### config.mk
export PLATFORM = sky130hd
export DESIGN_NAME = mm2x2_sched_flat
export DESIGN_NICKNAME = d
export VERILOG_FILES = /design/src/rtl/mm2x2_sched_if.sv /design/src/rtl/mm2x2_sched.sv /design/src/flat_wrapper.sv
export SDC_FILE = /design/constraint.sdc
export NUM_CORES = 1
export LEC_CHECK = 0
export ABC_AREA = 1
export CORE_ASPECT_RATIO = 0.6
export CORE_MARGIN = 10
export CORE_UTILIZATION = 35
export CTS_BUF_LIST = sky130_fd_sc_hd__clkbuf_4 sky130_fd_sc_hd__clkbuf_8 sky130_fd_sc_hd__clkbuf_16
export CTS_CLUSTER_DIAMETER = 30
export DETAILED_ROUTE_END_ITERATION = 8
export PLACE_DENSITY = 0.57
export SETUP_SLACK_MARGIN = 0.1
export SLEW_MARGIN = 20
export SYNTH_ARGS = -nofsm -noshare
export SYNTH_HDL_FRONTEND = slang
export SYNTH_SLANG_ARGS = --single-unit
### constraint.sdc
create_clock -name clk -period 3 [get_ports clk]
set_clock_uncertainty 0.05 [all_clocks]
set_input_delay 0.6 -clock clk [delete_from_list [all_inputs] [get_ports clk]]
set_output_delay 0.6 -clock clk [all_outputs]
set_load 0.02 [all_outputs]
### src/rtl/mm2x2_sched_if.sv
// Handshake and array bundle for the 2x2 matrix-multiply scheduler.
// slave = scheduler side, master = requesters/array/consumer side.
interface mm2x2_sched_if;
  logic         in0_valid;
  logic         in0_ready;
  logic [63:0]  in0_data;
  logic         in1_valid;
  logic         in1_ready;
  logic [63:0]  in1_data;
  logic [63:0]  arr_opnd;
  logic         arr_en;
  logic [127:0] arr_prod;
  logic         out_valid;
  logic         out_ready;
  logic [67:0]  out_data;
  logic         out_id;

  modport slave (
    input  in0_valid, in0_data, in1_valid, in1_data, arr_prod, out_ready,
    output in0_ready, in1_ready, arr_opnd, arr_en, out_valid, out_data, out_id
  );

  modport master (
    output in0_valid, in0_data, in1_valid, in1_data, arr_prod, out_ready,
    input  in0_ready, in1_ready, arr_opnd, arr_en, out_valid, out_data, out_id
  );
endinterface

### src/rtl/mm2x2_sched.sv
// Round-robin scheduler for the shared 8-multiplier array; sums products into a credit-protected FIFO.
// Accept-to-out_valid is 2 cycles; requesters stall once FIFO plus in-flight entries reach DEPTH.
module mm2x2_sched #(
  parameter int DEPTH = 4
) (
  input logic          clk,
  input logic          rst,
  mm2x2_sched_if.slave bus
);
  localparam int AW = $clog2(DEPTH);
  localparam int CW = AW + 1;
  localparam logic [CW:0]   DEPTH_W = (CW+1)'(DEPTH);
  localparam logic [CW-1:0] DEPTH_C = CW'(DEPTH);

  logic          rr_ptr;
  logic          s1_v;
  logic          s1_id;
  logic [CW-1:0] count;
  logic [AW-1:0] wr_ptr;
  logic [AW-1:0] rd_ptr;
  logic [67:0]   mem_data [DEPTH];
  logic          mem_id   [DEPTH];

  logic          can_issue;
  logic          gnt0;
  logic          gnt1;
  logic          issue;
  logic          push;
  logic          pop;
  logic [CW:0]   used;
  logic [16:0]   r00, r01, r10, r11;

  // The in-flight stage-1 entry already owns a FIFO slot; a same-cycle pop is not counted.
  always_comb begin
    used      = {1'b0, count} + {{CW{1'b0}}, s1_v};
    can_issue = !rst && (used < DEPTH_W);
    gnt0      = 1'b0;
    gnt1      = 1'b0;
    if (can_issue) begin
      if (bus.in0_valid && bus.in1_valid) begin
        gnt0 = !rr_ptr;
        gnt1 = rr_ptr;
      end else begin
        gnt0 = bus.in0_valid;
        gnt1 = bus.in1_valid;
      end
    end
  end

  assign issue         = gnt0 | gnt1;
  assign bus.in0_ready = gnt0;
  assign bus.in1_ready = gnt1;
  assign bus.arr_en    = issue;
  assign bus.arr_opnd  = gnt0 ? bus.in0_data : (gnt1 ? bus.in1_data : 64'd0);

  // Product order on arr_prod: AE, BG, CE, DG, AF, BH, CF, DH.
  always_comb begin
    r00 = {1'b0, bus.arr_prod[127:112]} + {1'b0, bus.arr_prod[111:96]};
    r10 = {1'b0, bus.arr_prod[95:80]}   + {1'b0, bus.arr_prod[79:64]};
    r01 = {1'b0, bus.arr_prod[63:48]}   + {1'b0, bus.arr_prod[47:32]};
    r11 = {1'b0, bus.arr_prod[31:16]}   + {1'b0, bus.arr_prod[15:0]};
  end

  assign push          = s1_v;
  assign bus.out_valid = (count != '0);
  assign pop           = bus.out_valid && bus.out_ready;
  assign bus.out_data  = bus.out_valid ? mem_data[rd_ptr] : 68'd0;
  assign bus.out_id    = bus.out_valid ? mem_id[rd_ptr] : 1'b0;

  always_ff @(posedge clk) begin
    if (rst) begin
      rr_ptr <= 1'b0;
      s1_v   <= 1'b0;
      s1_id  <= 1'b0;
      count  <= '0;
      wr_ptr <= '0;
      rd_ptr <= '0;
    end else begin
      s1_v  <= issue;
      s1_id <= gnt1;
      if (issue) begin
        rr_ptr <= gnt0;
      end
      if (push) begin
        wr_ptr <= wr_ptr + AW'(1);
      end
      if (pop) begin
        rd_ptr <= rd_ptr + AW'(1);
      end
      case ({push, pop})
        2'b10:   count <= count + CW'(1);
        2'b01:   count <= count - CW'(1);
        default: count <= count;
      endcase
    end
  end

  always_ff @(posedge clk) begin
    if (push) begin
      mem_data[wr_ptr] <= {r00, r01, r10, r11};
      mem_id[wr_ptr]   <= s1_id;
    end
  end

  assert property (@(posedge clk) disable iff (rst) !(gnt0 && gnt1));
  assert property (@(posedge clk) disable iff (rst) !(push && !pop && count == DEPTH_C));
endmodule

### src/flat_wrapper.sv
// flat-port wrapper written by rule: the top's interface ports become plain ports
module mm2x2_sched_flat 
#(
  parameter int DEPTH = 4
)
  (clk, rst, bus_in0_valid, bus_in0_data, bus_in1_valid, bus_in1_data, bus_arr_prod, bus_out_ready, bus_in0_ready, bus_in1_ready, bus_arr_opnd, bus_arr_en, bus_out_valid, bus_out_data, bus_out_id);
  mm2x2_sched_if bus_i ();
  input logic clk;
  input logic rst;
  input wire logic [$bits(bus_i.in0_valid)-1:0] bus_in0_valid;
  input wire logic [$bits(bus_i.in0_data)-1:0] bus_in0_data;
  input wire logic [$bits(bus_i.in1_valid)-1:0] bus_in1_valid;
  input wire logic [$bits(bus_i.in1_data)-1:0] bus_in1_data;
  input wire logic [$bits(bus_i.arr_prod)-1:0] bus_arr_prod;
  input wire logic [$bits(bus_i.out_ready)-1:0] bus_out_ready;
  output wire logic [$bits(bus_i.in0_ready)-1:0] bus_in0_ready;
  output wire logic [$bits(bus_i.in1_ready)-1:0] bus_in1_ready;
  output wire logic [$bits(bus_i.arr_opnd)-1:0] bus_arr_opnd;
  output wire logic [$bits(bus_i.arr_en)-1:0] bus_arr_en;
  output wire logic [$bits(bus_i.out_valid)-1:0] bus_out_valid;
  output wire logic [$bits(bus_i.out_data)-1:0] bus_out_data;
  output wire logic [$bits(bus_i.out_id)-1:0] bus_out_id;
  assign bus_i.in0_valid = bus_in0_valid;
  assign bus_i.in0_data = bus_in0_data;
  assign bus_i.in1_valid = bus_in1_valid;
  assign bus_i.in1_data = bus_in1_data;
  assign bus_i.arr_prod = bus_arr_prod;
  assign bus_i.out_ready = bus_out_ready;
  assign bus_in0_ready = bus_i.in0_ready;
  assign bus_in1_ready = bus_i.in1_ready;
  assign bus_arr_opnd = bus_i.arr_opnd;
  assign bus_arr_en = bus_i.arr_en;
  assign bus_out_valid = bus_i.out_valid;
  assign bus_out_data = bus_i.out_data;
  assign bus_out_id = bus_i.out_id;
  mm2x2_sched #(.DEPTH(DEPTH)) u_core (.clk(clk), .rst(rst), .bus(bus_i));
endmodule
== Word level (Yosys, flattened, before mapping) ==
Memory sizes are Yosys's and may differ from the RTL's. A register that Yosys moved wholly into a read port is not among the register bits.
Cells that the tools add are included.
Word-level totals
  bits in latches: 0
  memories kept: 2
  logic and storage cells: 43
  RAM bits: 276
  bits of input ports: 261
  output and inout bits: 137
  flip-flop bits (word level): 10
  memory bits (read-only): 0
Operators by class
  magnitude comparators: 1
  divide/modulo/power cells: 0
  add/sub/neg operators: 9
  $mul: 0
  bitwise operators: 1
  shift operators: 0
  reductions and logical operators: 7
  muxes and demuxes: 15
  equal/unequal tests: 2
Memory list
  u_core.mem_data: depth 4, bits a word 68, read ports 1, clocked after memory_dff 1, wr ports 1, RTL line mm2x2_sched.sv:21  | logic [67:0] mem_data [DEPTH];
  u_core.mem_id: depth 4, bits a word 1, read ports 1, clocked after memory_dff 1, wr ports 1, RTL line mm2x2_sched.sv:22  | logic mem_id [DEPTH];
Operator list (number)
  $mux 64: 2
  $add 16x16->17: 4
  $mux 68: 1
  $mux 2: 4
  $mux 1: 7
  $pmux 3 s2: 1
  $add 2x1->2 const B: 2
  $add 3x1->4: 1
  $lt 4x3->1 const B: 1
  $add 3x1->3 const B: 1
  $logic_and 1x1->1: 3
  $reduce_bool 3->1: 1
  $sub 3x1->3 const B: 1
  $eq 2x1->1 const B: 1
  $eq 2x2->1 const B: 1
  $logic_not 1->1: 2
  $reduce_bool 2->1: 1
  $or 1x1->1: 1

== Depth between registers and ports, before layout ==
Gate-level depths: netlist of run 1.
  depth in word-level cells: 6
  gate-level depth with buffers: 11
  gate-level depth less buffers: 11

== Worst setup path before layout of run 1 ==
OpenSTA, ideal clock, no wires.
  kind: register to register
  start point: register u_core.wr_ptr[0]
  end point: memory u_core.mem_data[2][0], enable pin
  setup time: 0.423 ns
  required time: 2.527 ns
  arrival: 1.943 ns
  period minus slack after synthesis: 2.416 ns
  buffers on the path: 0
  cell stages (with the launch flop): 5
  setup slack: 0.584 ns
  cell sequence: dfxtp_1 inv_1 ha_1 nand2_1 inv_1
RTL lines
  start, declared: RTL line mm2x2_sched.sv:19  | logic [AW-1:0] wr_ptr;
  start signal, assigned: RTL line mm2x2_sched.sv:85  | wr_ptr <= wr_ptr + AW'(1);
  end, declared: RTL line mm2x2_sched.sv:21
Straight into the memory's write port.

== Final worst setup path of run 1 ==
  start point: input port bus_in0_valid
  end point: output port bus_arr_opnd[2]
On the way
  cells in the longest elaborated chain, start to end: 5
  elaborated cells between the ends (all ways): 7
  classes of those cells: mux (6); reduce/logical (1)
Ends and longest elaborated chain
  start, declared: RTL line flat_wrapper.sv:10  | input wire logic [$bits(bus_i.in0_valid)-1:0] bus_in0_valid;
  $logic_and 1x1->1: RTL line mm2x2_sched.sv:40  | if (bus.in0_valid && bus.in1_valid) begin
  $mux 1: RTL line mm2x2_sched.sv:40
  $mux 1: RTL line mm2x2_sched.sv:39  | if (can_issue) begin
  $mux 64: RTL line mm2x2_sched.sv:54  | assign bus.arr_opnd = gnt0 ? bus.in0_data : (gnt1 ? bus.in1_data : 64'd0);
  $mux 64 *: RTL line mm2x2_sched.sv:54
  end, declared: RTL line flat_wrapper.sv:18  | output wire logic [$bits(bus_i.arr_opnd)-1:0] bus_arr_opnd;
Mark *: on every way between the ends. The rest lies on a longest branch, timed or not.

==> metrics, run 1 <==
largest family of logic cells by synthesized area simple AND/OR/NAND/NOR gates; slew margin rel. 56.61%; GR Util All Layers 17.83%; Post-CTS Setup Bufs 0; Final GP Congestion 0.9152; post_cts resized 135; largest net degree at the start of global routing 61; outcome completed; Power Internal 10.56 mW; Pwr Density 758.1 nW/um^2; Slew @ Worst Pin 0.6501 ns; per-cell routed wire length 17.28 um; grt ovf 0; hold-critical path depth 2; Max Buffers Root-to-Sink 3; Tmin final 2.804 ns; Remaining DRCs 0; data required time at the worst endpoint 2.35 ns; Setup Viol. Count Final 0; Synth cell types 29; Post-Syn Nets 2,177; Worst VDD drop 0.4152 mV; simple-gate share of the synthesized area 23.06%; main flop type after synthesis edfxtp_1; Via density 4.671; Placed Cells 2,797; power share of the sequential group 30.7%; IO Pins 398; fmax 356.6 MHz; startpoint types input pin; r2r worst-path depth 5; mux cell area share after synthesis 0%; number of DRC markers in iteration 0 814; overall power 16.65 mW; Layout area overhead 38.98%; vias 13.49k; full die area 54,330 um^2; compound-cell area share of the yosys netlist 8.202%; Antenna Nets Post-Route 0; flops & latches, synth 288; antenna violations before repair 3; core area 44,740 um^2; synthesized cell area 15,800 um^2; Synth Instances 1,842; total wire length 49,880 um; final net count 2,592; setup TNS 0 ns; sw frac 36.56%; Worst-Skew Late Latency 0.54 ns; Post-Synth XOR/XNOR Area 1.607%; layout cell share with drive strength beyond 1 7.491%; asr flop ratio synth 0%; max_cap viols 0; commonest non-fill, non-tap cell in the layout nand2_1; Clock Power Share 32.7%; Initial Util 35.32%; Post-synth EDFFs 276; RSZ-0062 raised after global routing true; number of global-route vias before repair 13.13k; IO buf count 397; Tightest Hold Check Type reg -> reg; clock-pin slew on the worst setup and hold paths 0.05 ns; root buffer cell clkbuf_16; CP Capture Type primary output; Slew Viols, Final 0; Sink Count 288; Die Ht 184.6 um; hold buffer count at cts 0; worst setup path category in -> out; FP Rows 60; First-pass DRT Iterations 5; CTS tree done; DP Wirelength 36,950 um; crit path DAT 2.15 ns; final cell count without fillers 2,887; Die Wd 294.3 um; sequential area share after synthesis 53.96%; most frequent cells in the layout nand2_1, nor2_1, edfxtp_1, clkdlybuf4s50_1, inv_1; H-tree depth 2; first-pass GRT wire length 76,010 um; Post-Synth Adder-Cell Area 6.096%; Hold Fails Final Rpt 0; worst-path fanout max 30; Yosys warnings 0; LEAKAGE 9.725 nW; combinational fraction of design power 36.6%; period utilization 93.47%; total CTS buffers 47; Net Switching 6.088 mW; synthesized area per cell 8.580 um^2
[flip-flops by register name, summed over array words and instances, names as in the netlist, named ones only]
name and count:
u_core.wr_ptr 2, u_core.mem_id 4, u_core.push 1, u_core.count 3, u_core.rd_ptr 2, u_core.rr_ptr 1
u_core.s1_id 1, u_core.mem_data 272
[critical path, cell delays in order]
cell and delay (ns):
clkdlybuf4s50_1 0.50, a21boi_1 0.20, nand2_2 0.08, inv_2 0.10, buf_12 0.19, nand2_1 0.07, nand2_1 0.05, dlygate4sd2_1 0.35
[per-layer routing]
metal	global-route usage (%)	vias up	wire length [um]	share of wire, %
met2	28.84	352	22940	46
met1	23.54	6213	22820	46
met4	4.273	0	907	1.8
met5	0	-	0	0
li1	-	6858	-	-
met3	4.650	63	3217	6.4
[kinds of logic after synthesis]
group,after synthesis
xor+xnor,29
flops,288
buf+inv,256
fa+ha+maj,74
simple gates,939
compound gates,256
[power by group through the flow]
stage	combinational (mW)	sequential, mW	clock [mW]
final	6.09	5.11	5.45
after global routing	6.70	5.15	5.78
after CTS	6.23	5.11	5.58
after detailed placement	6.70	5.19	0
after global placement	6.68	5.18	0
after floorplan	3.53	5.17	0
[cells in the mapped netlist (5+ instances only)]
cell type / count / area share (%)
buf_4: 16 / 0.76
ha_1: 69 / 5.5
clkbuf_1: 22 / 0.52
nand3_1: 45 / 1.4
inv_1: 183 / 4.3
nor2_1: 321 / 7.6
nand2_1: 544 / 13
buf_6: 11 / 0.78
buf_2: 11 / 0.35
buf_1: 6 / 0.14
dfxtp_1: 12 / 1.5
a21oi_1: 105 / 3.3
o21ai_0: 141 / 4.5
nor3_1: 15 / 0.48
edfxtp_1: 276 / 52
inv_2: 7 / 0.17
xor2_1: 29 / 1.6
fa_1: 5 / 0.63
[area by class of cell]
| class | count | area (um^2) |
|---|---|---|
| inverters | 190 | 719.4 |
| diodes | 2 | 5.005 |
| well taps | 589 | 737.0 |
| flip-flops and latches | 288 | 8533 |
| repair buffers | 432 | 4178 |
| fillers | 4217 | 22780 |
| clock buffers | 52 | 1237 |
| clock inverters | 36 | 387.9 |
| multi-input cells | 1298 | 6166 |
[path summary, 6_finish.rpt]
check	slack, ns	to	from
worst max-delay path	0.20	bus_arr_opnd[2]	bus_in0_valid
worst min-delay path	0.41	flip-flop	u_core.rd_ptr[1]
worst max register to register	0.98	u_core.mem_data[2][25]	u_core.wr_ptr[0]
worst min register to register	0.41	flip-flop	u_core.rd_ptr[1]
[stage by stage]
step / area (um^2) / hold WS, ns / utilization [%] / setup slack [ns]
floorplan: 15800 / 0.3829 / - / 0.5840
global placement: 20530 / 0.4036 / 45.88 / -0.1579
detailed placement: 20530 / 0.3983 / 45.88 / -0.1657
CTS: 22020 / 0.4119 / 49.21 / 0.1018
global route: 21960 / 0.4502 / 49.09 / 0.07408
finish: 21960 / 0.4114 / 49.09 / 0.1958
No activity file was read; power rests on OpenSTA's default activity.
==> run 2, diff against run 1 <==
Settings changed: REMOVE_ABC_BUFFERS set to 1.
==> metrics, run 2 (same netlist as run 1, synthesis figures left out) <==
outcome completed; worst setup margin 0.1565 ns; IO Pins 398; min-delay src u_core.rd_ptr[1]; final cell count without fillers 2,881; largest net degree at the start of global routing 70; number of global-route vias before repair 13.30k; Slew Viols, Final 0; worst-path fanout max 25; Max Buffers Root-to-Sink 3; Remaining DRCs 0; R2R Path End u_core.mem_data[0][18]; H-tree depth 2; Die Ht 184.6 um; Final GP Congestion 0.9144; CP Capture Type primary output; R2R Path Start u_core.wr_ptr[0]; max_cap viols 0; antenna violations before repair 1; core area 44,740 um^2; most frequent cells in the layout nand2_1, nor2_1, edfxtp_1, clkdlybuf4s50_1, inv_1; slew margin rel. 43.72%; DP Wirelength 35,150 um; clock-pin slew on the worst setup and hold paths 0.05 ns; WHS 0.4046 ns; Sink Count 288; Worst R2R Setup Slack 0.83 ns; data required time at the worst endpoint 2.35 ns; First-pass DRT Iterations 5; largest registers u_core.mem_data: 272 flops, u_core.mem_id: 4 flops, u_core.count: 3 flops; Die Wd 294.3 um; IO buf count 397; r2r worst-path depth 6; fmax 351.7 MHz; Worst VDD drop 0.7267 mV; Tmin final 2.843 ns; crit path DAT 2.19 ns; CTS tree done; Layout area overhead 38.03%; commonest non-fill, non-tap cell in the layout nand2_1; Pwr Density 756.2 nW/um^2; worst setup path category reg -> out; Most flops, register u_core.mem_data; max reg flops 272; LEAKAGE 9.678 nW; Tightest Hold Check Type reg -> reg; grt ovf 0; hold buffer count at cts 0; final core occ 48.76%; total CTS buffers 47; FP Rows 60; dpl ws -0.2074 ns; number of DRC markers in iteration 0 932; # fillers 4,244; Slew @ Worst Pin 0.8442 ns; full die area 54,330 um^2; layout cell share with drive strength beyond 1 8.686%; hold-critical path depth 2; Hold Fails Final Rpt 0; GR Util All Layers 17.77%; Initial Util 35.32%; first-pass GRT wire length 76,130 um; total wire length 49,770 um; per-cell routed wire length 17.28 um; final net count 2,589; Placed Cells 2,790; period utilization 94.78%; vias 13.47k; root buffer cell clkbuf_16; Setup Viol. Count Final 0; Via density 4.677; Worst-Skew Late Latency 0.54 ns; startpoint types flip-flop; RSZ-0062 raised after global routing true; Antenna Nets Post-Route 0
run 2: cell types whose count changed in the layout (fill, tap and decap cells not counted), sizes merged:
cell,previous run,this run
buf,42,45
bufbuf,0,1
bufinv,5,4
clkbuf,79,102
clkdlybuf4s15,26,14
clkinvlp,8,7
diode,2,1
dlygate4sd2,75,59
dlymetal6s2s,1,2
inv,195,192
run 2: report_power, final:
| part | leakage [nW] | switching (mW) | internal (mW) |
|---|---|---|---|
| combinational | 6.31 | 4.05 | 2.12 |
| clock | 0.745 | 1.89 | 3.31 |
| sequential | 2.62 | 0.118 | 5.01 |
run 2: what timing repair did:
action,4_1_cts,5_1_grt
endpoints found under the hold margin,0,0
gates resized for setup,156,119
setup buffers,1,1
cloned,2,0
setup endpoints to repair,127,94
pin swaps,1,3
run 2: stage by stage:
step	total power [mW]	TNS, ns	area [um^2]
3_5_place_dp	11.85	-8.912	20470
3_3_place_gp	11.82	-5.701	20470
6_report	16.50	0	21810
2_1_floorplan	8.486	-148.57	15400
4_1_cts	16.79	-0.1097	21980
5_1_grt	17.46	0	21810
run 2: critical path, cell delays in order, from the launching register on:
cell and delay, ns:
dfxtp_4 0.46, buf_4 0.19, buf_16 0.18, nor2_1 0.06
nor2_1 0.10, o21ai_0 0.13, a21oi_2 0.23, clkdlybuf4s15_2 0.30
run 2: layout make-up:
| class | instances | area [um^2] | area share (%) |
|---|---|---|---|
| clock inverter | 31 | 304.0 | 1.394 |
| timing repair buffer | 429 | 4101 | 18.80 |
| tap | 589 | 737.0 | 3.378 |
| clock buffer | 55 | 1236 | 5.667 |
| multi-input combinational | 1298 | 6177 | 28.32 |
| sequential | 288 | 8533 | 39.12 |
| antenna | 1 | 2.502 | 0.01147 |
| inverter | 190 | 723.2 | 3.315 |
run 2: worst max path at each step:
stage	end	slack, ns	cells after the start
after floorplan	bus_out_data[66]	-2.19	3
after global placement	bus_arr_opnd[43]	-0.13	8
after detailed placement	bus_arr_opnd[10]	-0.21	8
after CTS	bus_arr_opnd[60]	-0.11	8
after global routing	bus_out_data[66]	0.05	5
final	bus_out_data[39]	0.16	7
run 2: metal layers:
layer | part of all wire, % | global-route usage [%] | vias to the layer above
met5 | 0 | 0 | -
met4 | 2.3 | 4.842 | 0
met3 | 7.4 | 5.010 | 64
met2 | 45 | 28.55 | 394
met1 | 45 | 23.16 | 6178
li1 | - | - | 6838
==> run 3, diff against run 2 <==
Settings changed: PLACE_DENSITY 0.57 to 0.6.
Clock period 3 ns to 2.4 ns, I/O delays scaled along.
==> metrics, run 3 (same netlist as run 1, synthesis figures left out) <==
total CTS buffers 48; final net count 2,702; Worst R2R Setup Slack 0.43 ns; fmax 393.2 MHz; Most flops, register u_core.mem_data; Die Wd 294.3 um; slowest stage cell on the critical path dfxtp_4; Die Ht 184.6 um; startpoint types flip-flop; commonest non-fill, non-tap cell in the layout nand2_1; vias 14.33k; worst-path fanout max 6; final core occ 56.07%; first-pass GRT wire length 80,990 um; Layout area overhead 58.75%; hold-critical path depth 2; largest delay contributor family on the critical path buffers and inverters; Antenna Nets Post-Route 0; failing checks negative setup slack; most frequent cells in the layout nand2_1, nor2_1, edfxtp_1, clkdlybuf4s50_1, inv_1; worst setup path category reg -> out; layout cell share with drive strength beyond 1 25.88%; Worst-Skew Late Latency 0.54 ns; outcome finished with violations; clock-pin slew on the worst setup and hold paths 0.05 ns; Slew @ Worst Pin 0.4926 ns; root buffer cell clkbuf_16; Slew Viols, Final 0; max reg flops 272; worst path cell trace buf_12, buf_12, buf_16, buf_12, nor2_1, nor2_1, o21ai_1, a21oi_1, buf_4; core area 44,740 um^2; slew margin rel. 67.16%; Tmin final 2.543 ns; overall power 24.05 mW; number of global-route vias before repair 13.91k; crit path DAT 2.01 ns; Remaining DRCs 0; WHS 0.4295 ns; data required time at the worst endpoint 1.87 ns; Tightest Hold Check Type reg -> reg; WP buf/inv 5; First-pass DRT Iterations 6; Sink Count 288; GR Util All Layers 19.12%; r2r worst-path depth 12; period utilization 106.0%; Crit path top cell by count buf_12; per-cell routed wire length 18.81 um; Initial Util 35.32%; number of DRC markers in iteration 0 868; RSZ-0062 raised after global routing true; IO Pins 398; min-delay src u_core.rd_ptr[1]; R2R Path Start u_core.count[1]; FP Rows 60; total wire length 56,350 um; LEAKAGE 11.07 nW; # fillers 3,852; Pwr Density 958.5 nW/um^2; IO buf count 397; max_cap viols 0; largest net degree at the start of global routing 70; Critical Path Stages 9; antenna cells 0; full die area 54,330 um^2; Hold Fails Final Rpt 0; largest registers u_core.mem_data: 272 flops, u_core.mem_id: 4 flops, u_core.count: 3 flops; Worst VDD drop 0.5647 mV; DP Wirelength 37,000 um; grt ovf 0; CP Capture Type primary output; Final GP Congestion 0.9264; H-tree depth 2; antenna violations before repair 1; CTS tree done; Via density 4.784; worst setup margin -0.1431 ns; CP max stage delay 0.43 ns; Max Buffers Root-to-Sink 3; Setup Viol. Count Final 86
==> run 3: cell count changes in the layout (fill, tap and decap cells not counted), moves of 47 or more <==
cell	delta
buf_4	+63
nand2_1	-149
o21ai_1	+98
o21ai_0	-102
clkbuf_2	-47
buf_6	+114
nand2_4	+69
dlygate4sd2_1	-56
nand2_2	+80
==> run 3: layout make-up <==
cell class | count | area (um^2) | share of cell area, %
Clock inverter | 39 | 356.6 | 1.421
Tap cell | 589 | 737.0 | 2.937
Sequential cell | 288 | 8541 | 34.04
Clock buffer | 51 | 1241 | 4.947
Timing Repair Buffer | 541 | 6230 | 24.83
Multi-Input combinational cell | 1298 | 7246 | 28.88
Inverter | 190 | 738.2 | 2.942
==> run 3: repair_timing <==
item,in CTS,in global routing
cloned,16,13
setup buffers,19,19
hold buffers,0,0
gates resized for setup,770,454
endpoints found under the hold margin,0,0
pin swaps,31,136
setup endpoints to repair,137,136
==> run 3: power breakdown <==
group	switching, mW	internal, mW
Clock	2.46	4.23
Sequential	0.171	6.26
Combinational	6.13	4.79
Total	8.77	15.3
==> run 3: stage by stage <==
step / std cells / TNS [ns] / area, um^2 / setup slack (ns)
2_1_floorplan: 1776 / -183.89 / 15400 / -2.671
3_3_place_gp: 2841 / -43.39 / 21000 / -0.5272
3_5_place_dp: 2841 / -48.70 / 21000 / -0.5630
4_1_cts: 2966 / -7.157 / 23410 / -0.1809
5_1_grt: 2996 / -13.43 / 25090 / -0.2529
6_report: 2996 / -4.160 / 25090 / -0.1431
==> run 3: worst paths after layout <==
| path | end |
|---|---|
| worst min-delay path | flip-flop |
| worst max register to register | u_core.count[2] |
| worst max-delay path | bus_out_data[45] |
| worst min register to register | flip-flop |
==> run 3: tightest hold or removal path: stages (launching register included) <==
cell,delay [ns]
dfxtp_1,0.31
inv_1,0.05
a21oi_1,0.08
==> run 3: metal layers <==
metal / vias to the layer above / global-route usage, % / part of all wire [%]
li1: 7107 / - / -
met1: 6708 / 25.78 / 45
met2: 437 / 30.49 / 46
met3: 82 / 4.938 / 6.7
met4: 0 / 4.090 / 2.0
met5: - / 0 / 0
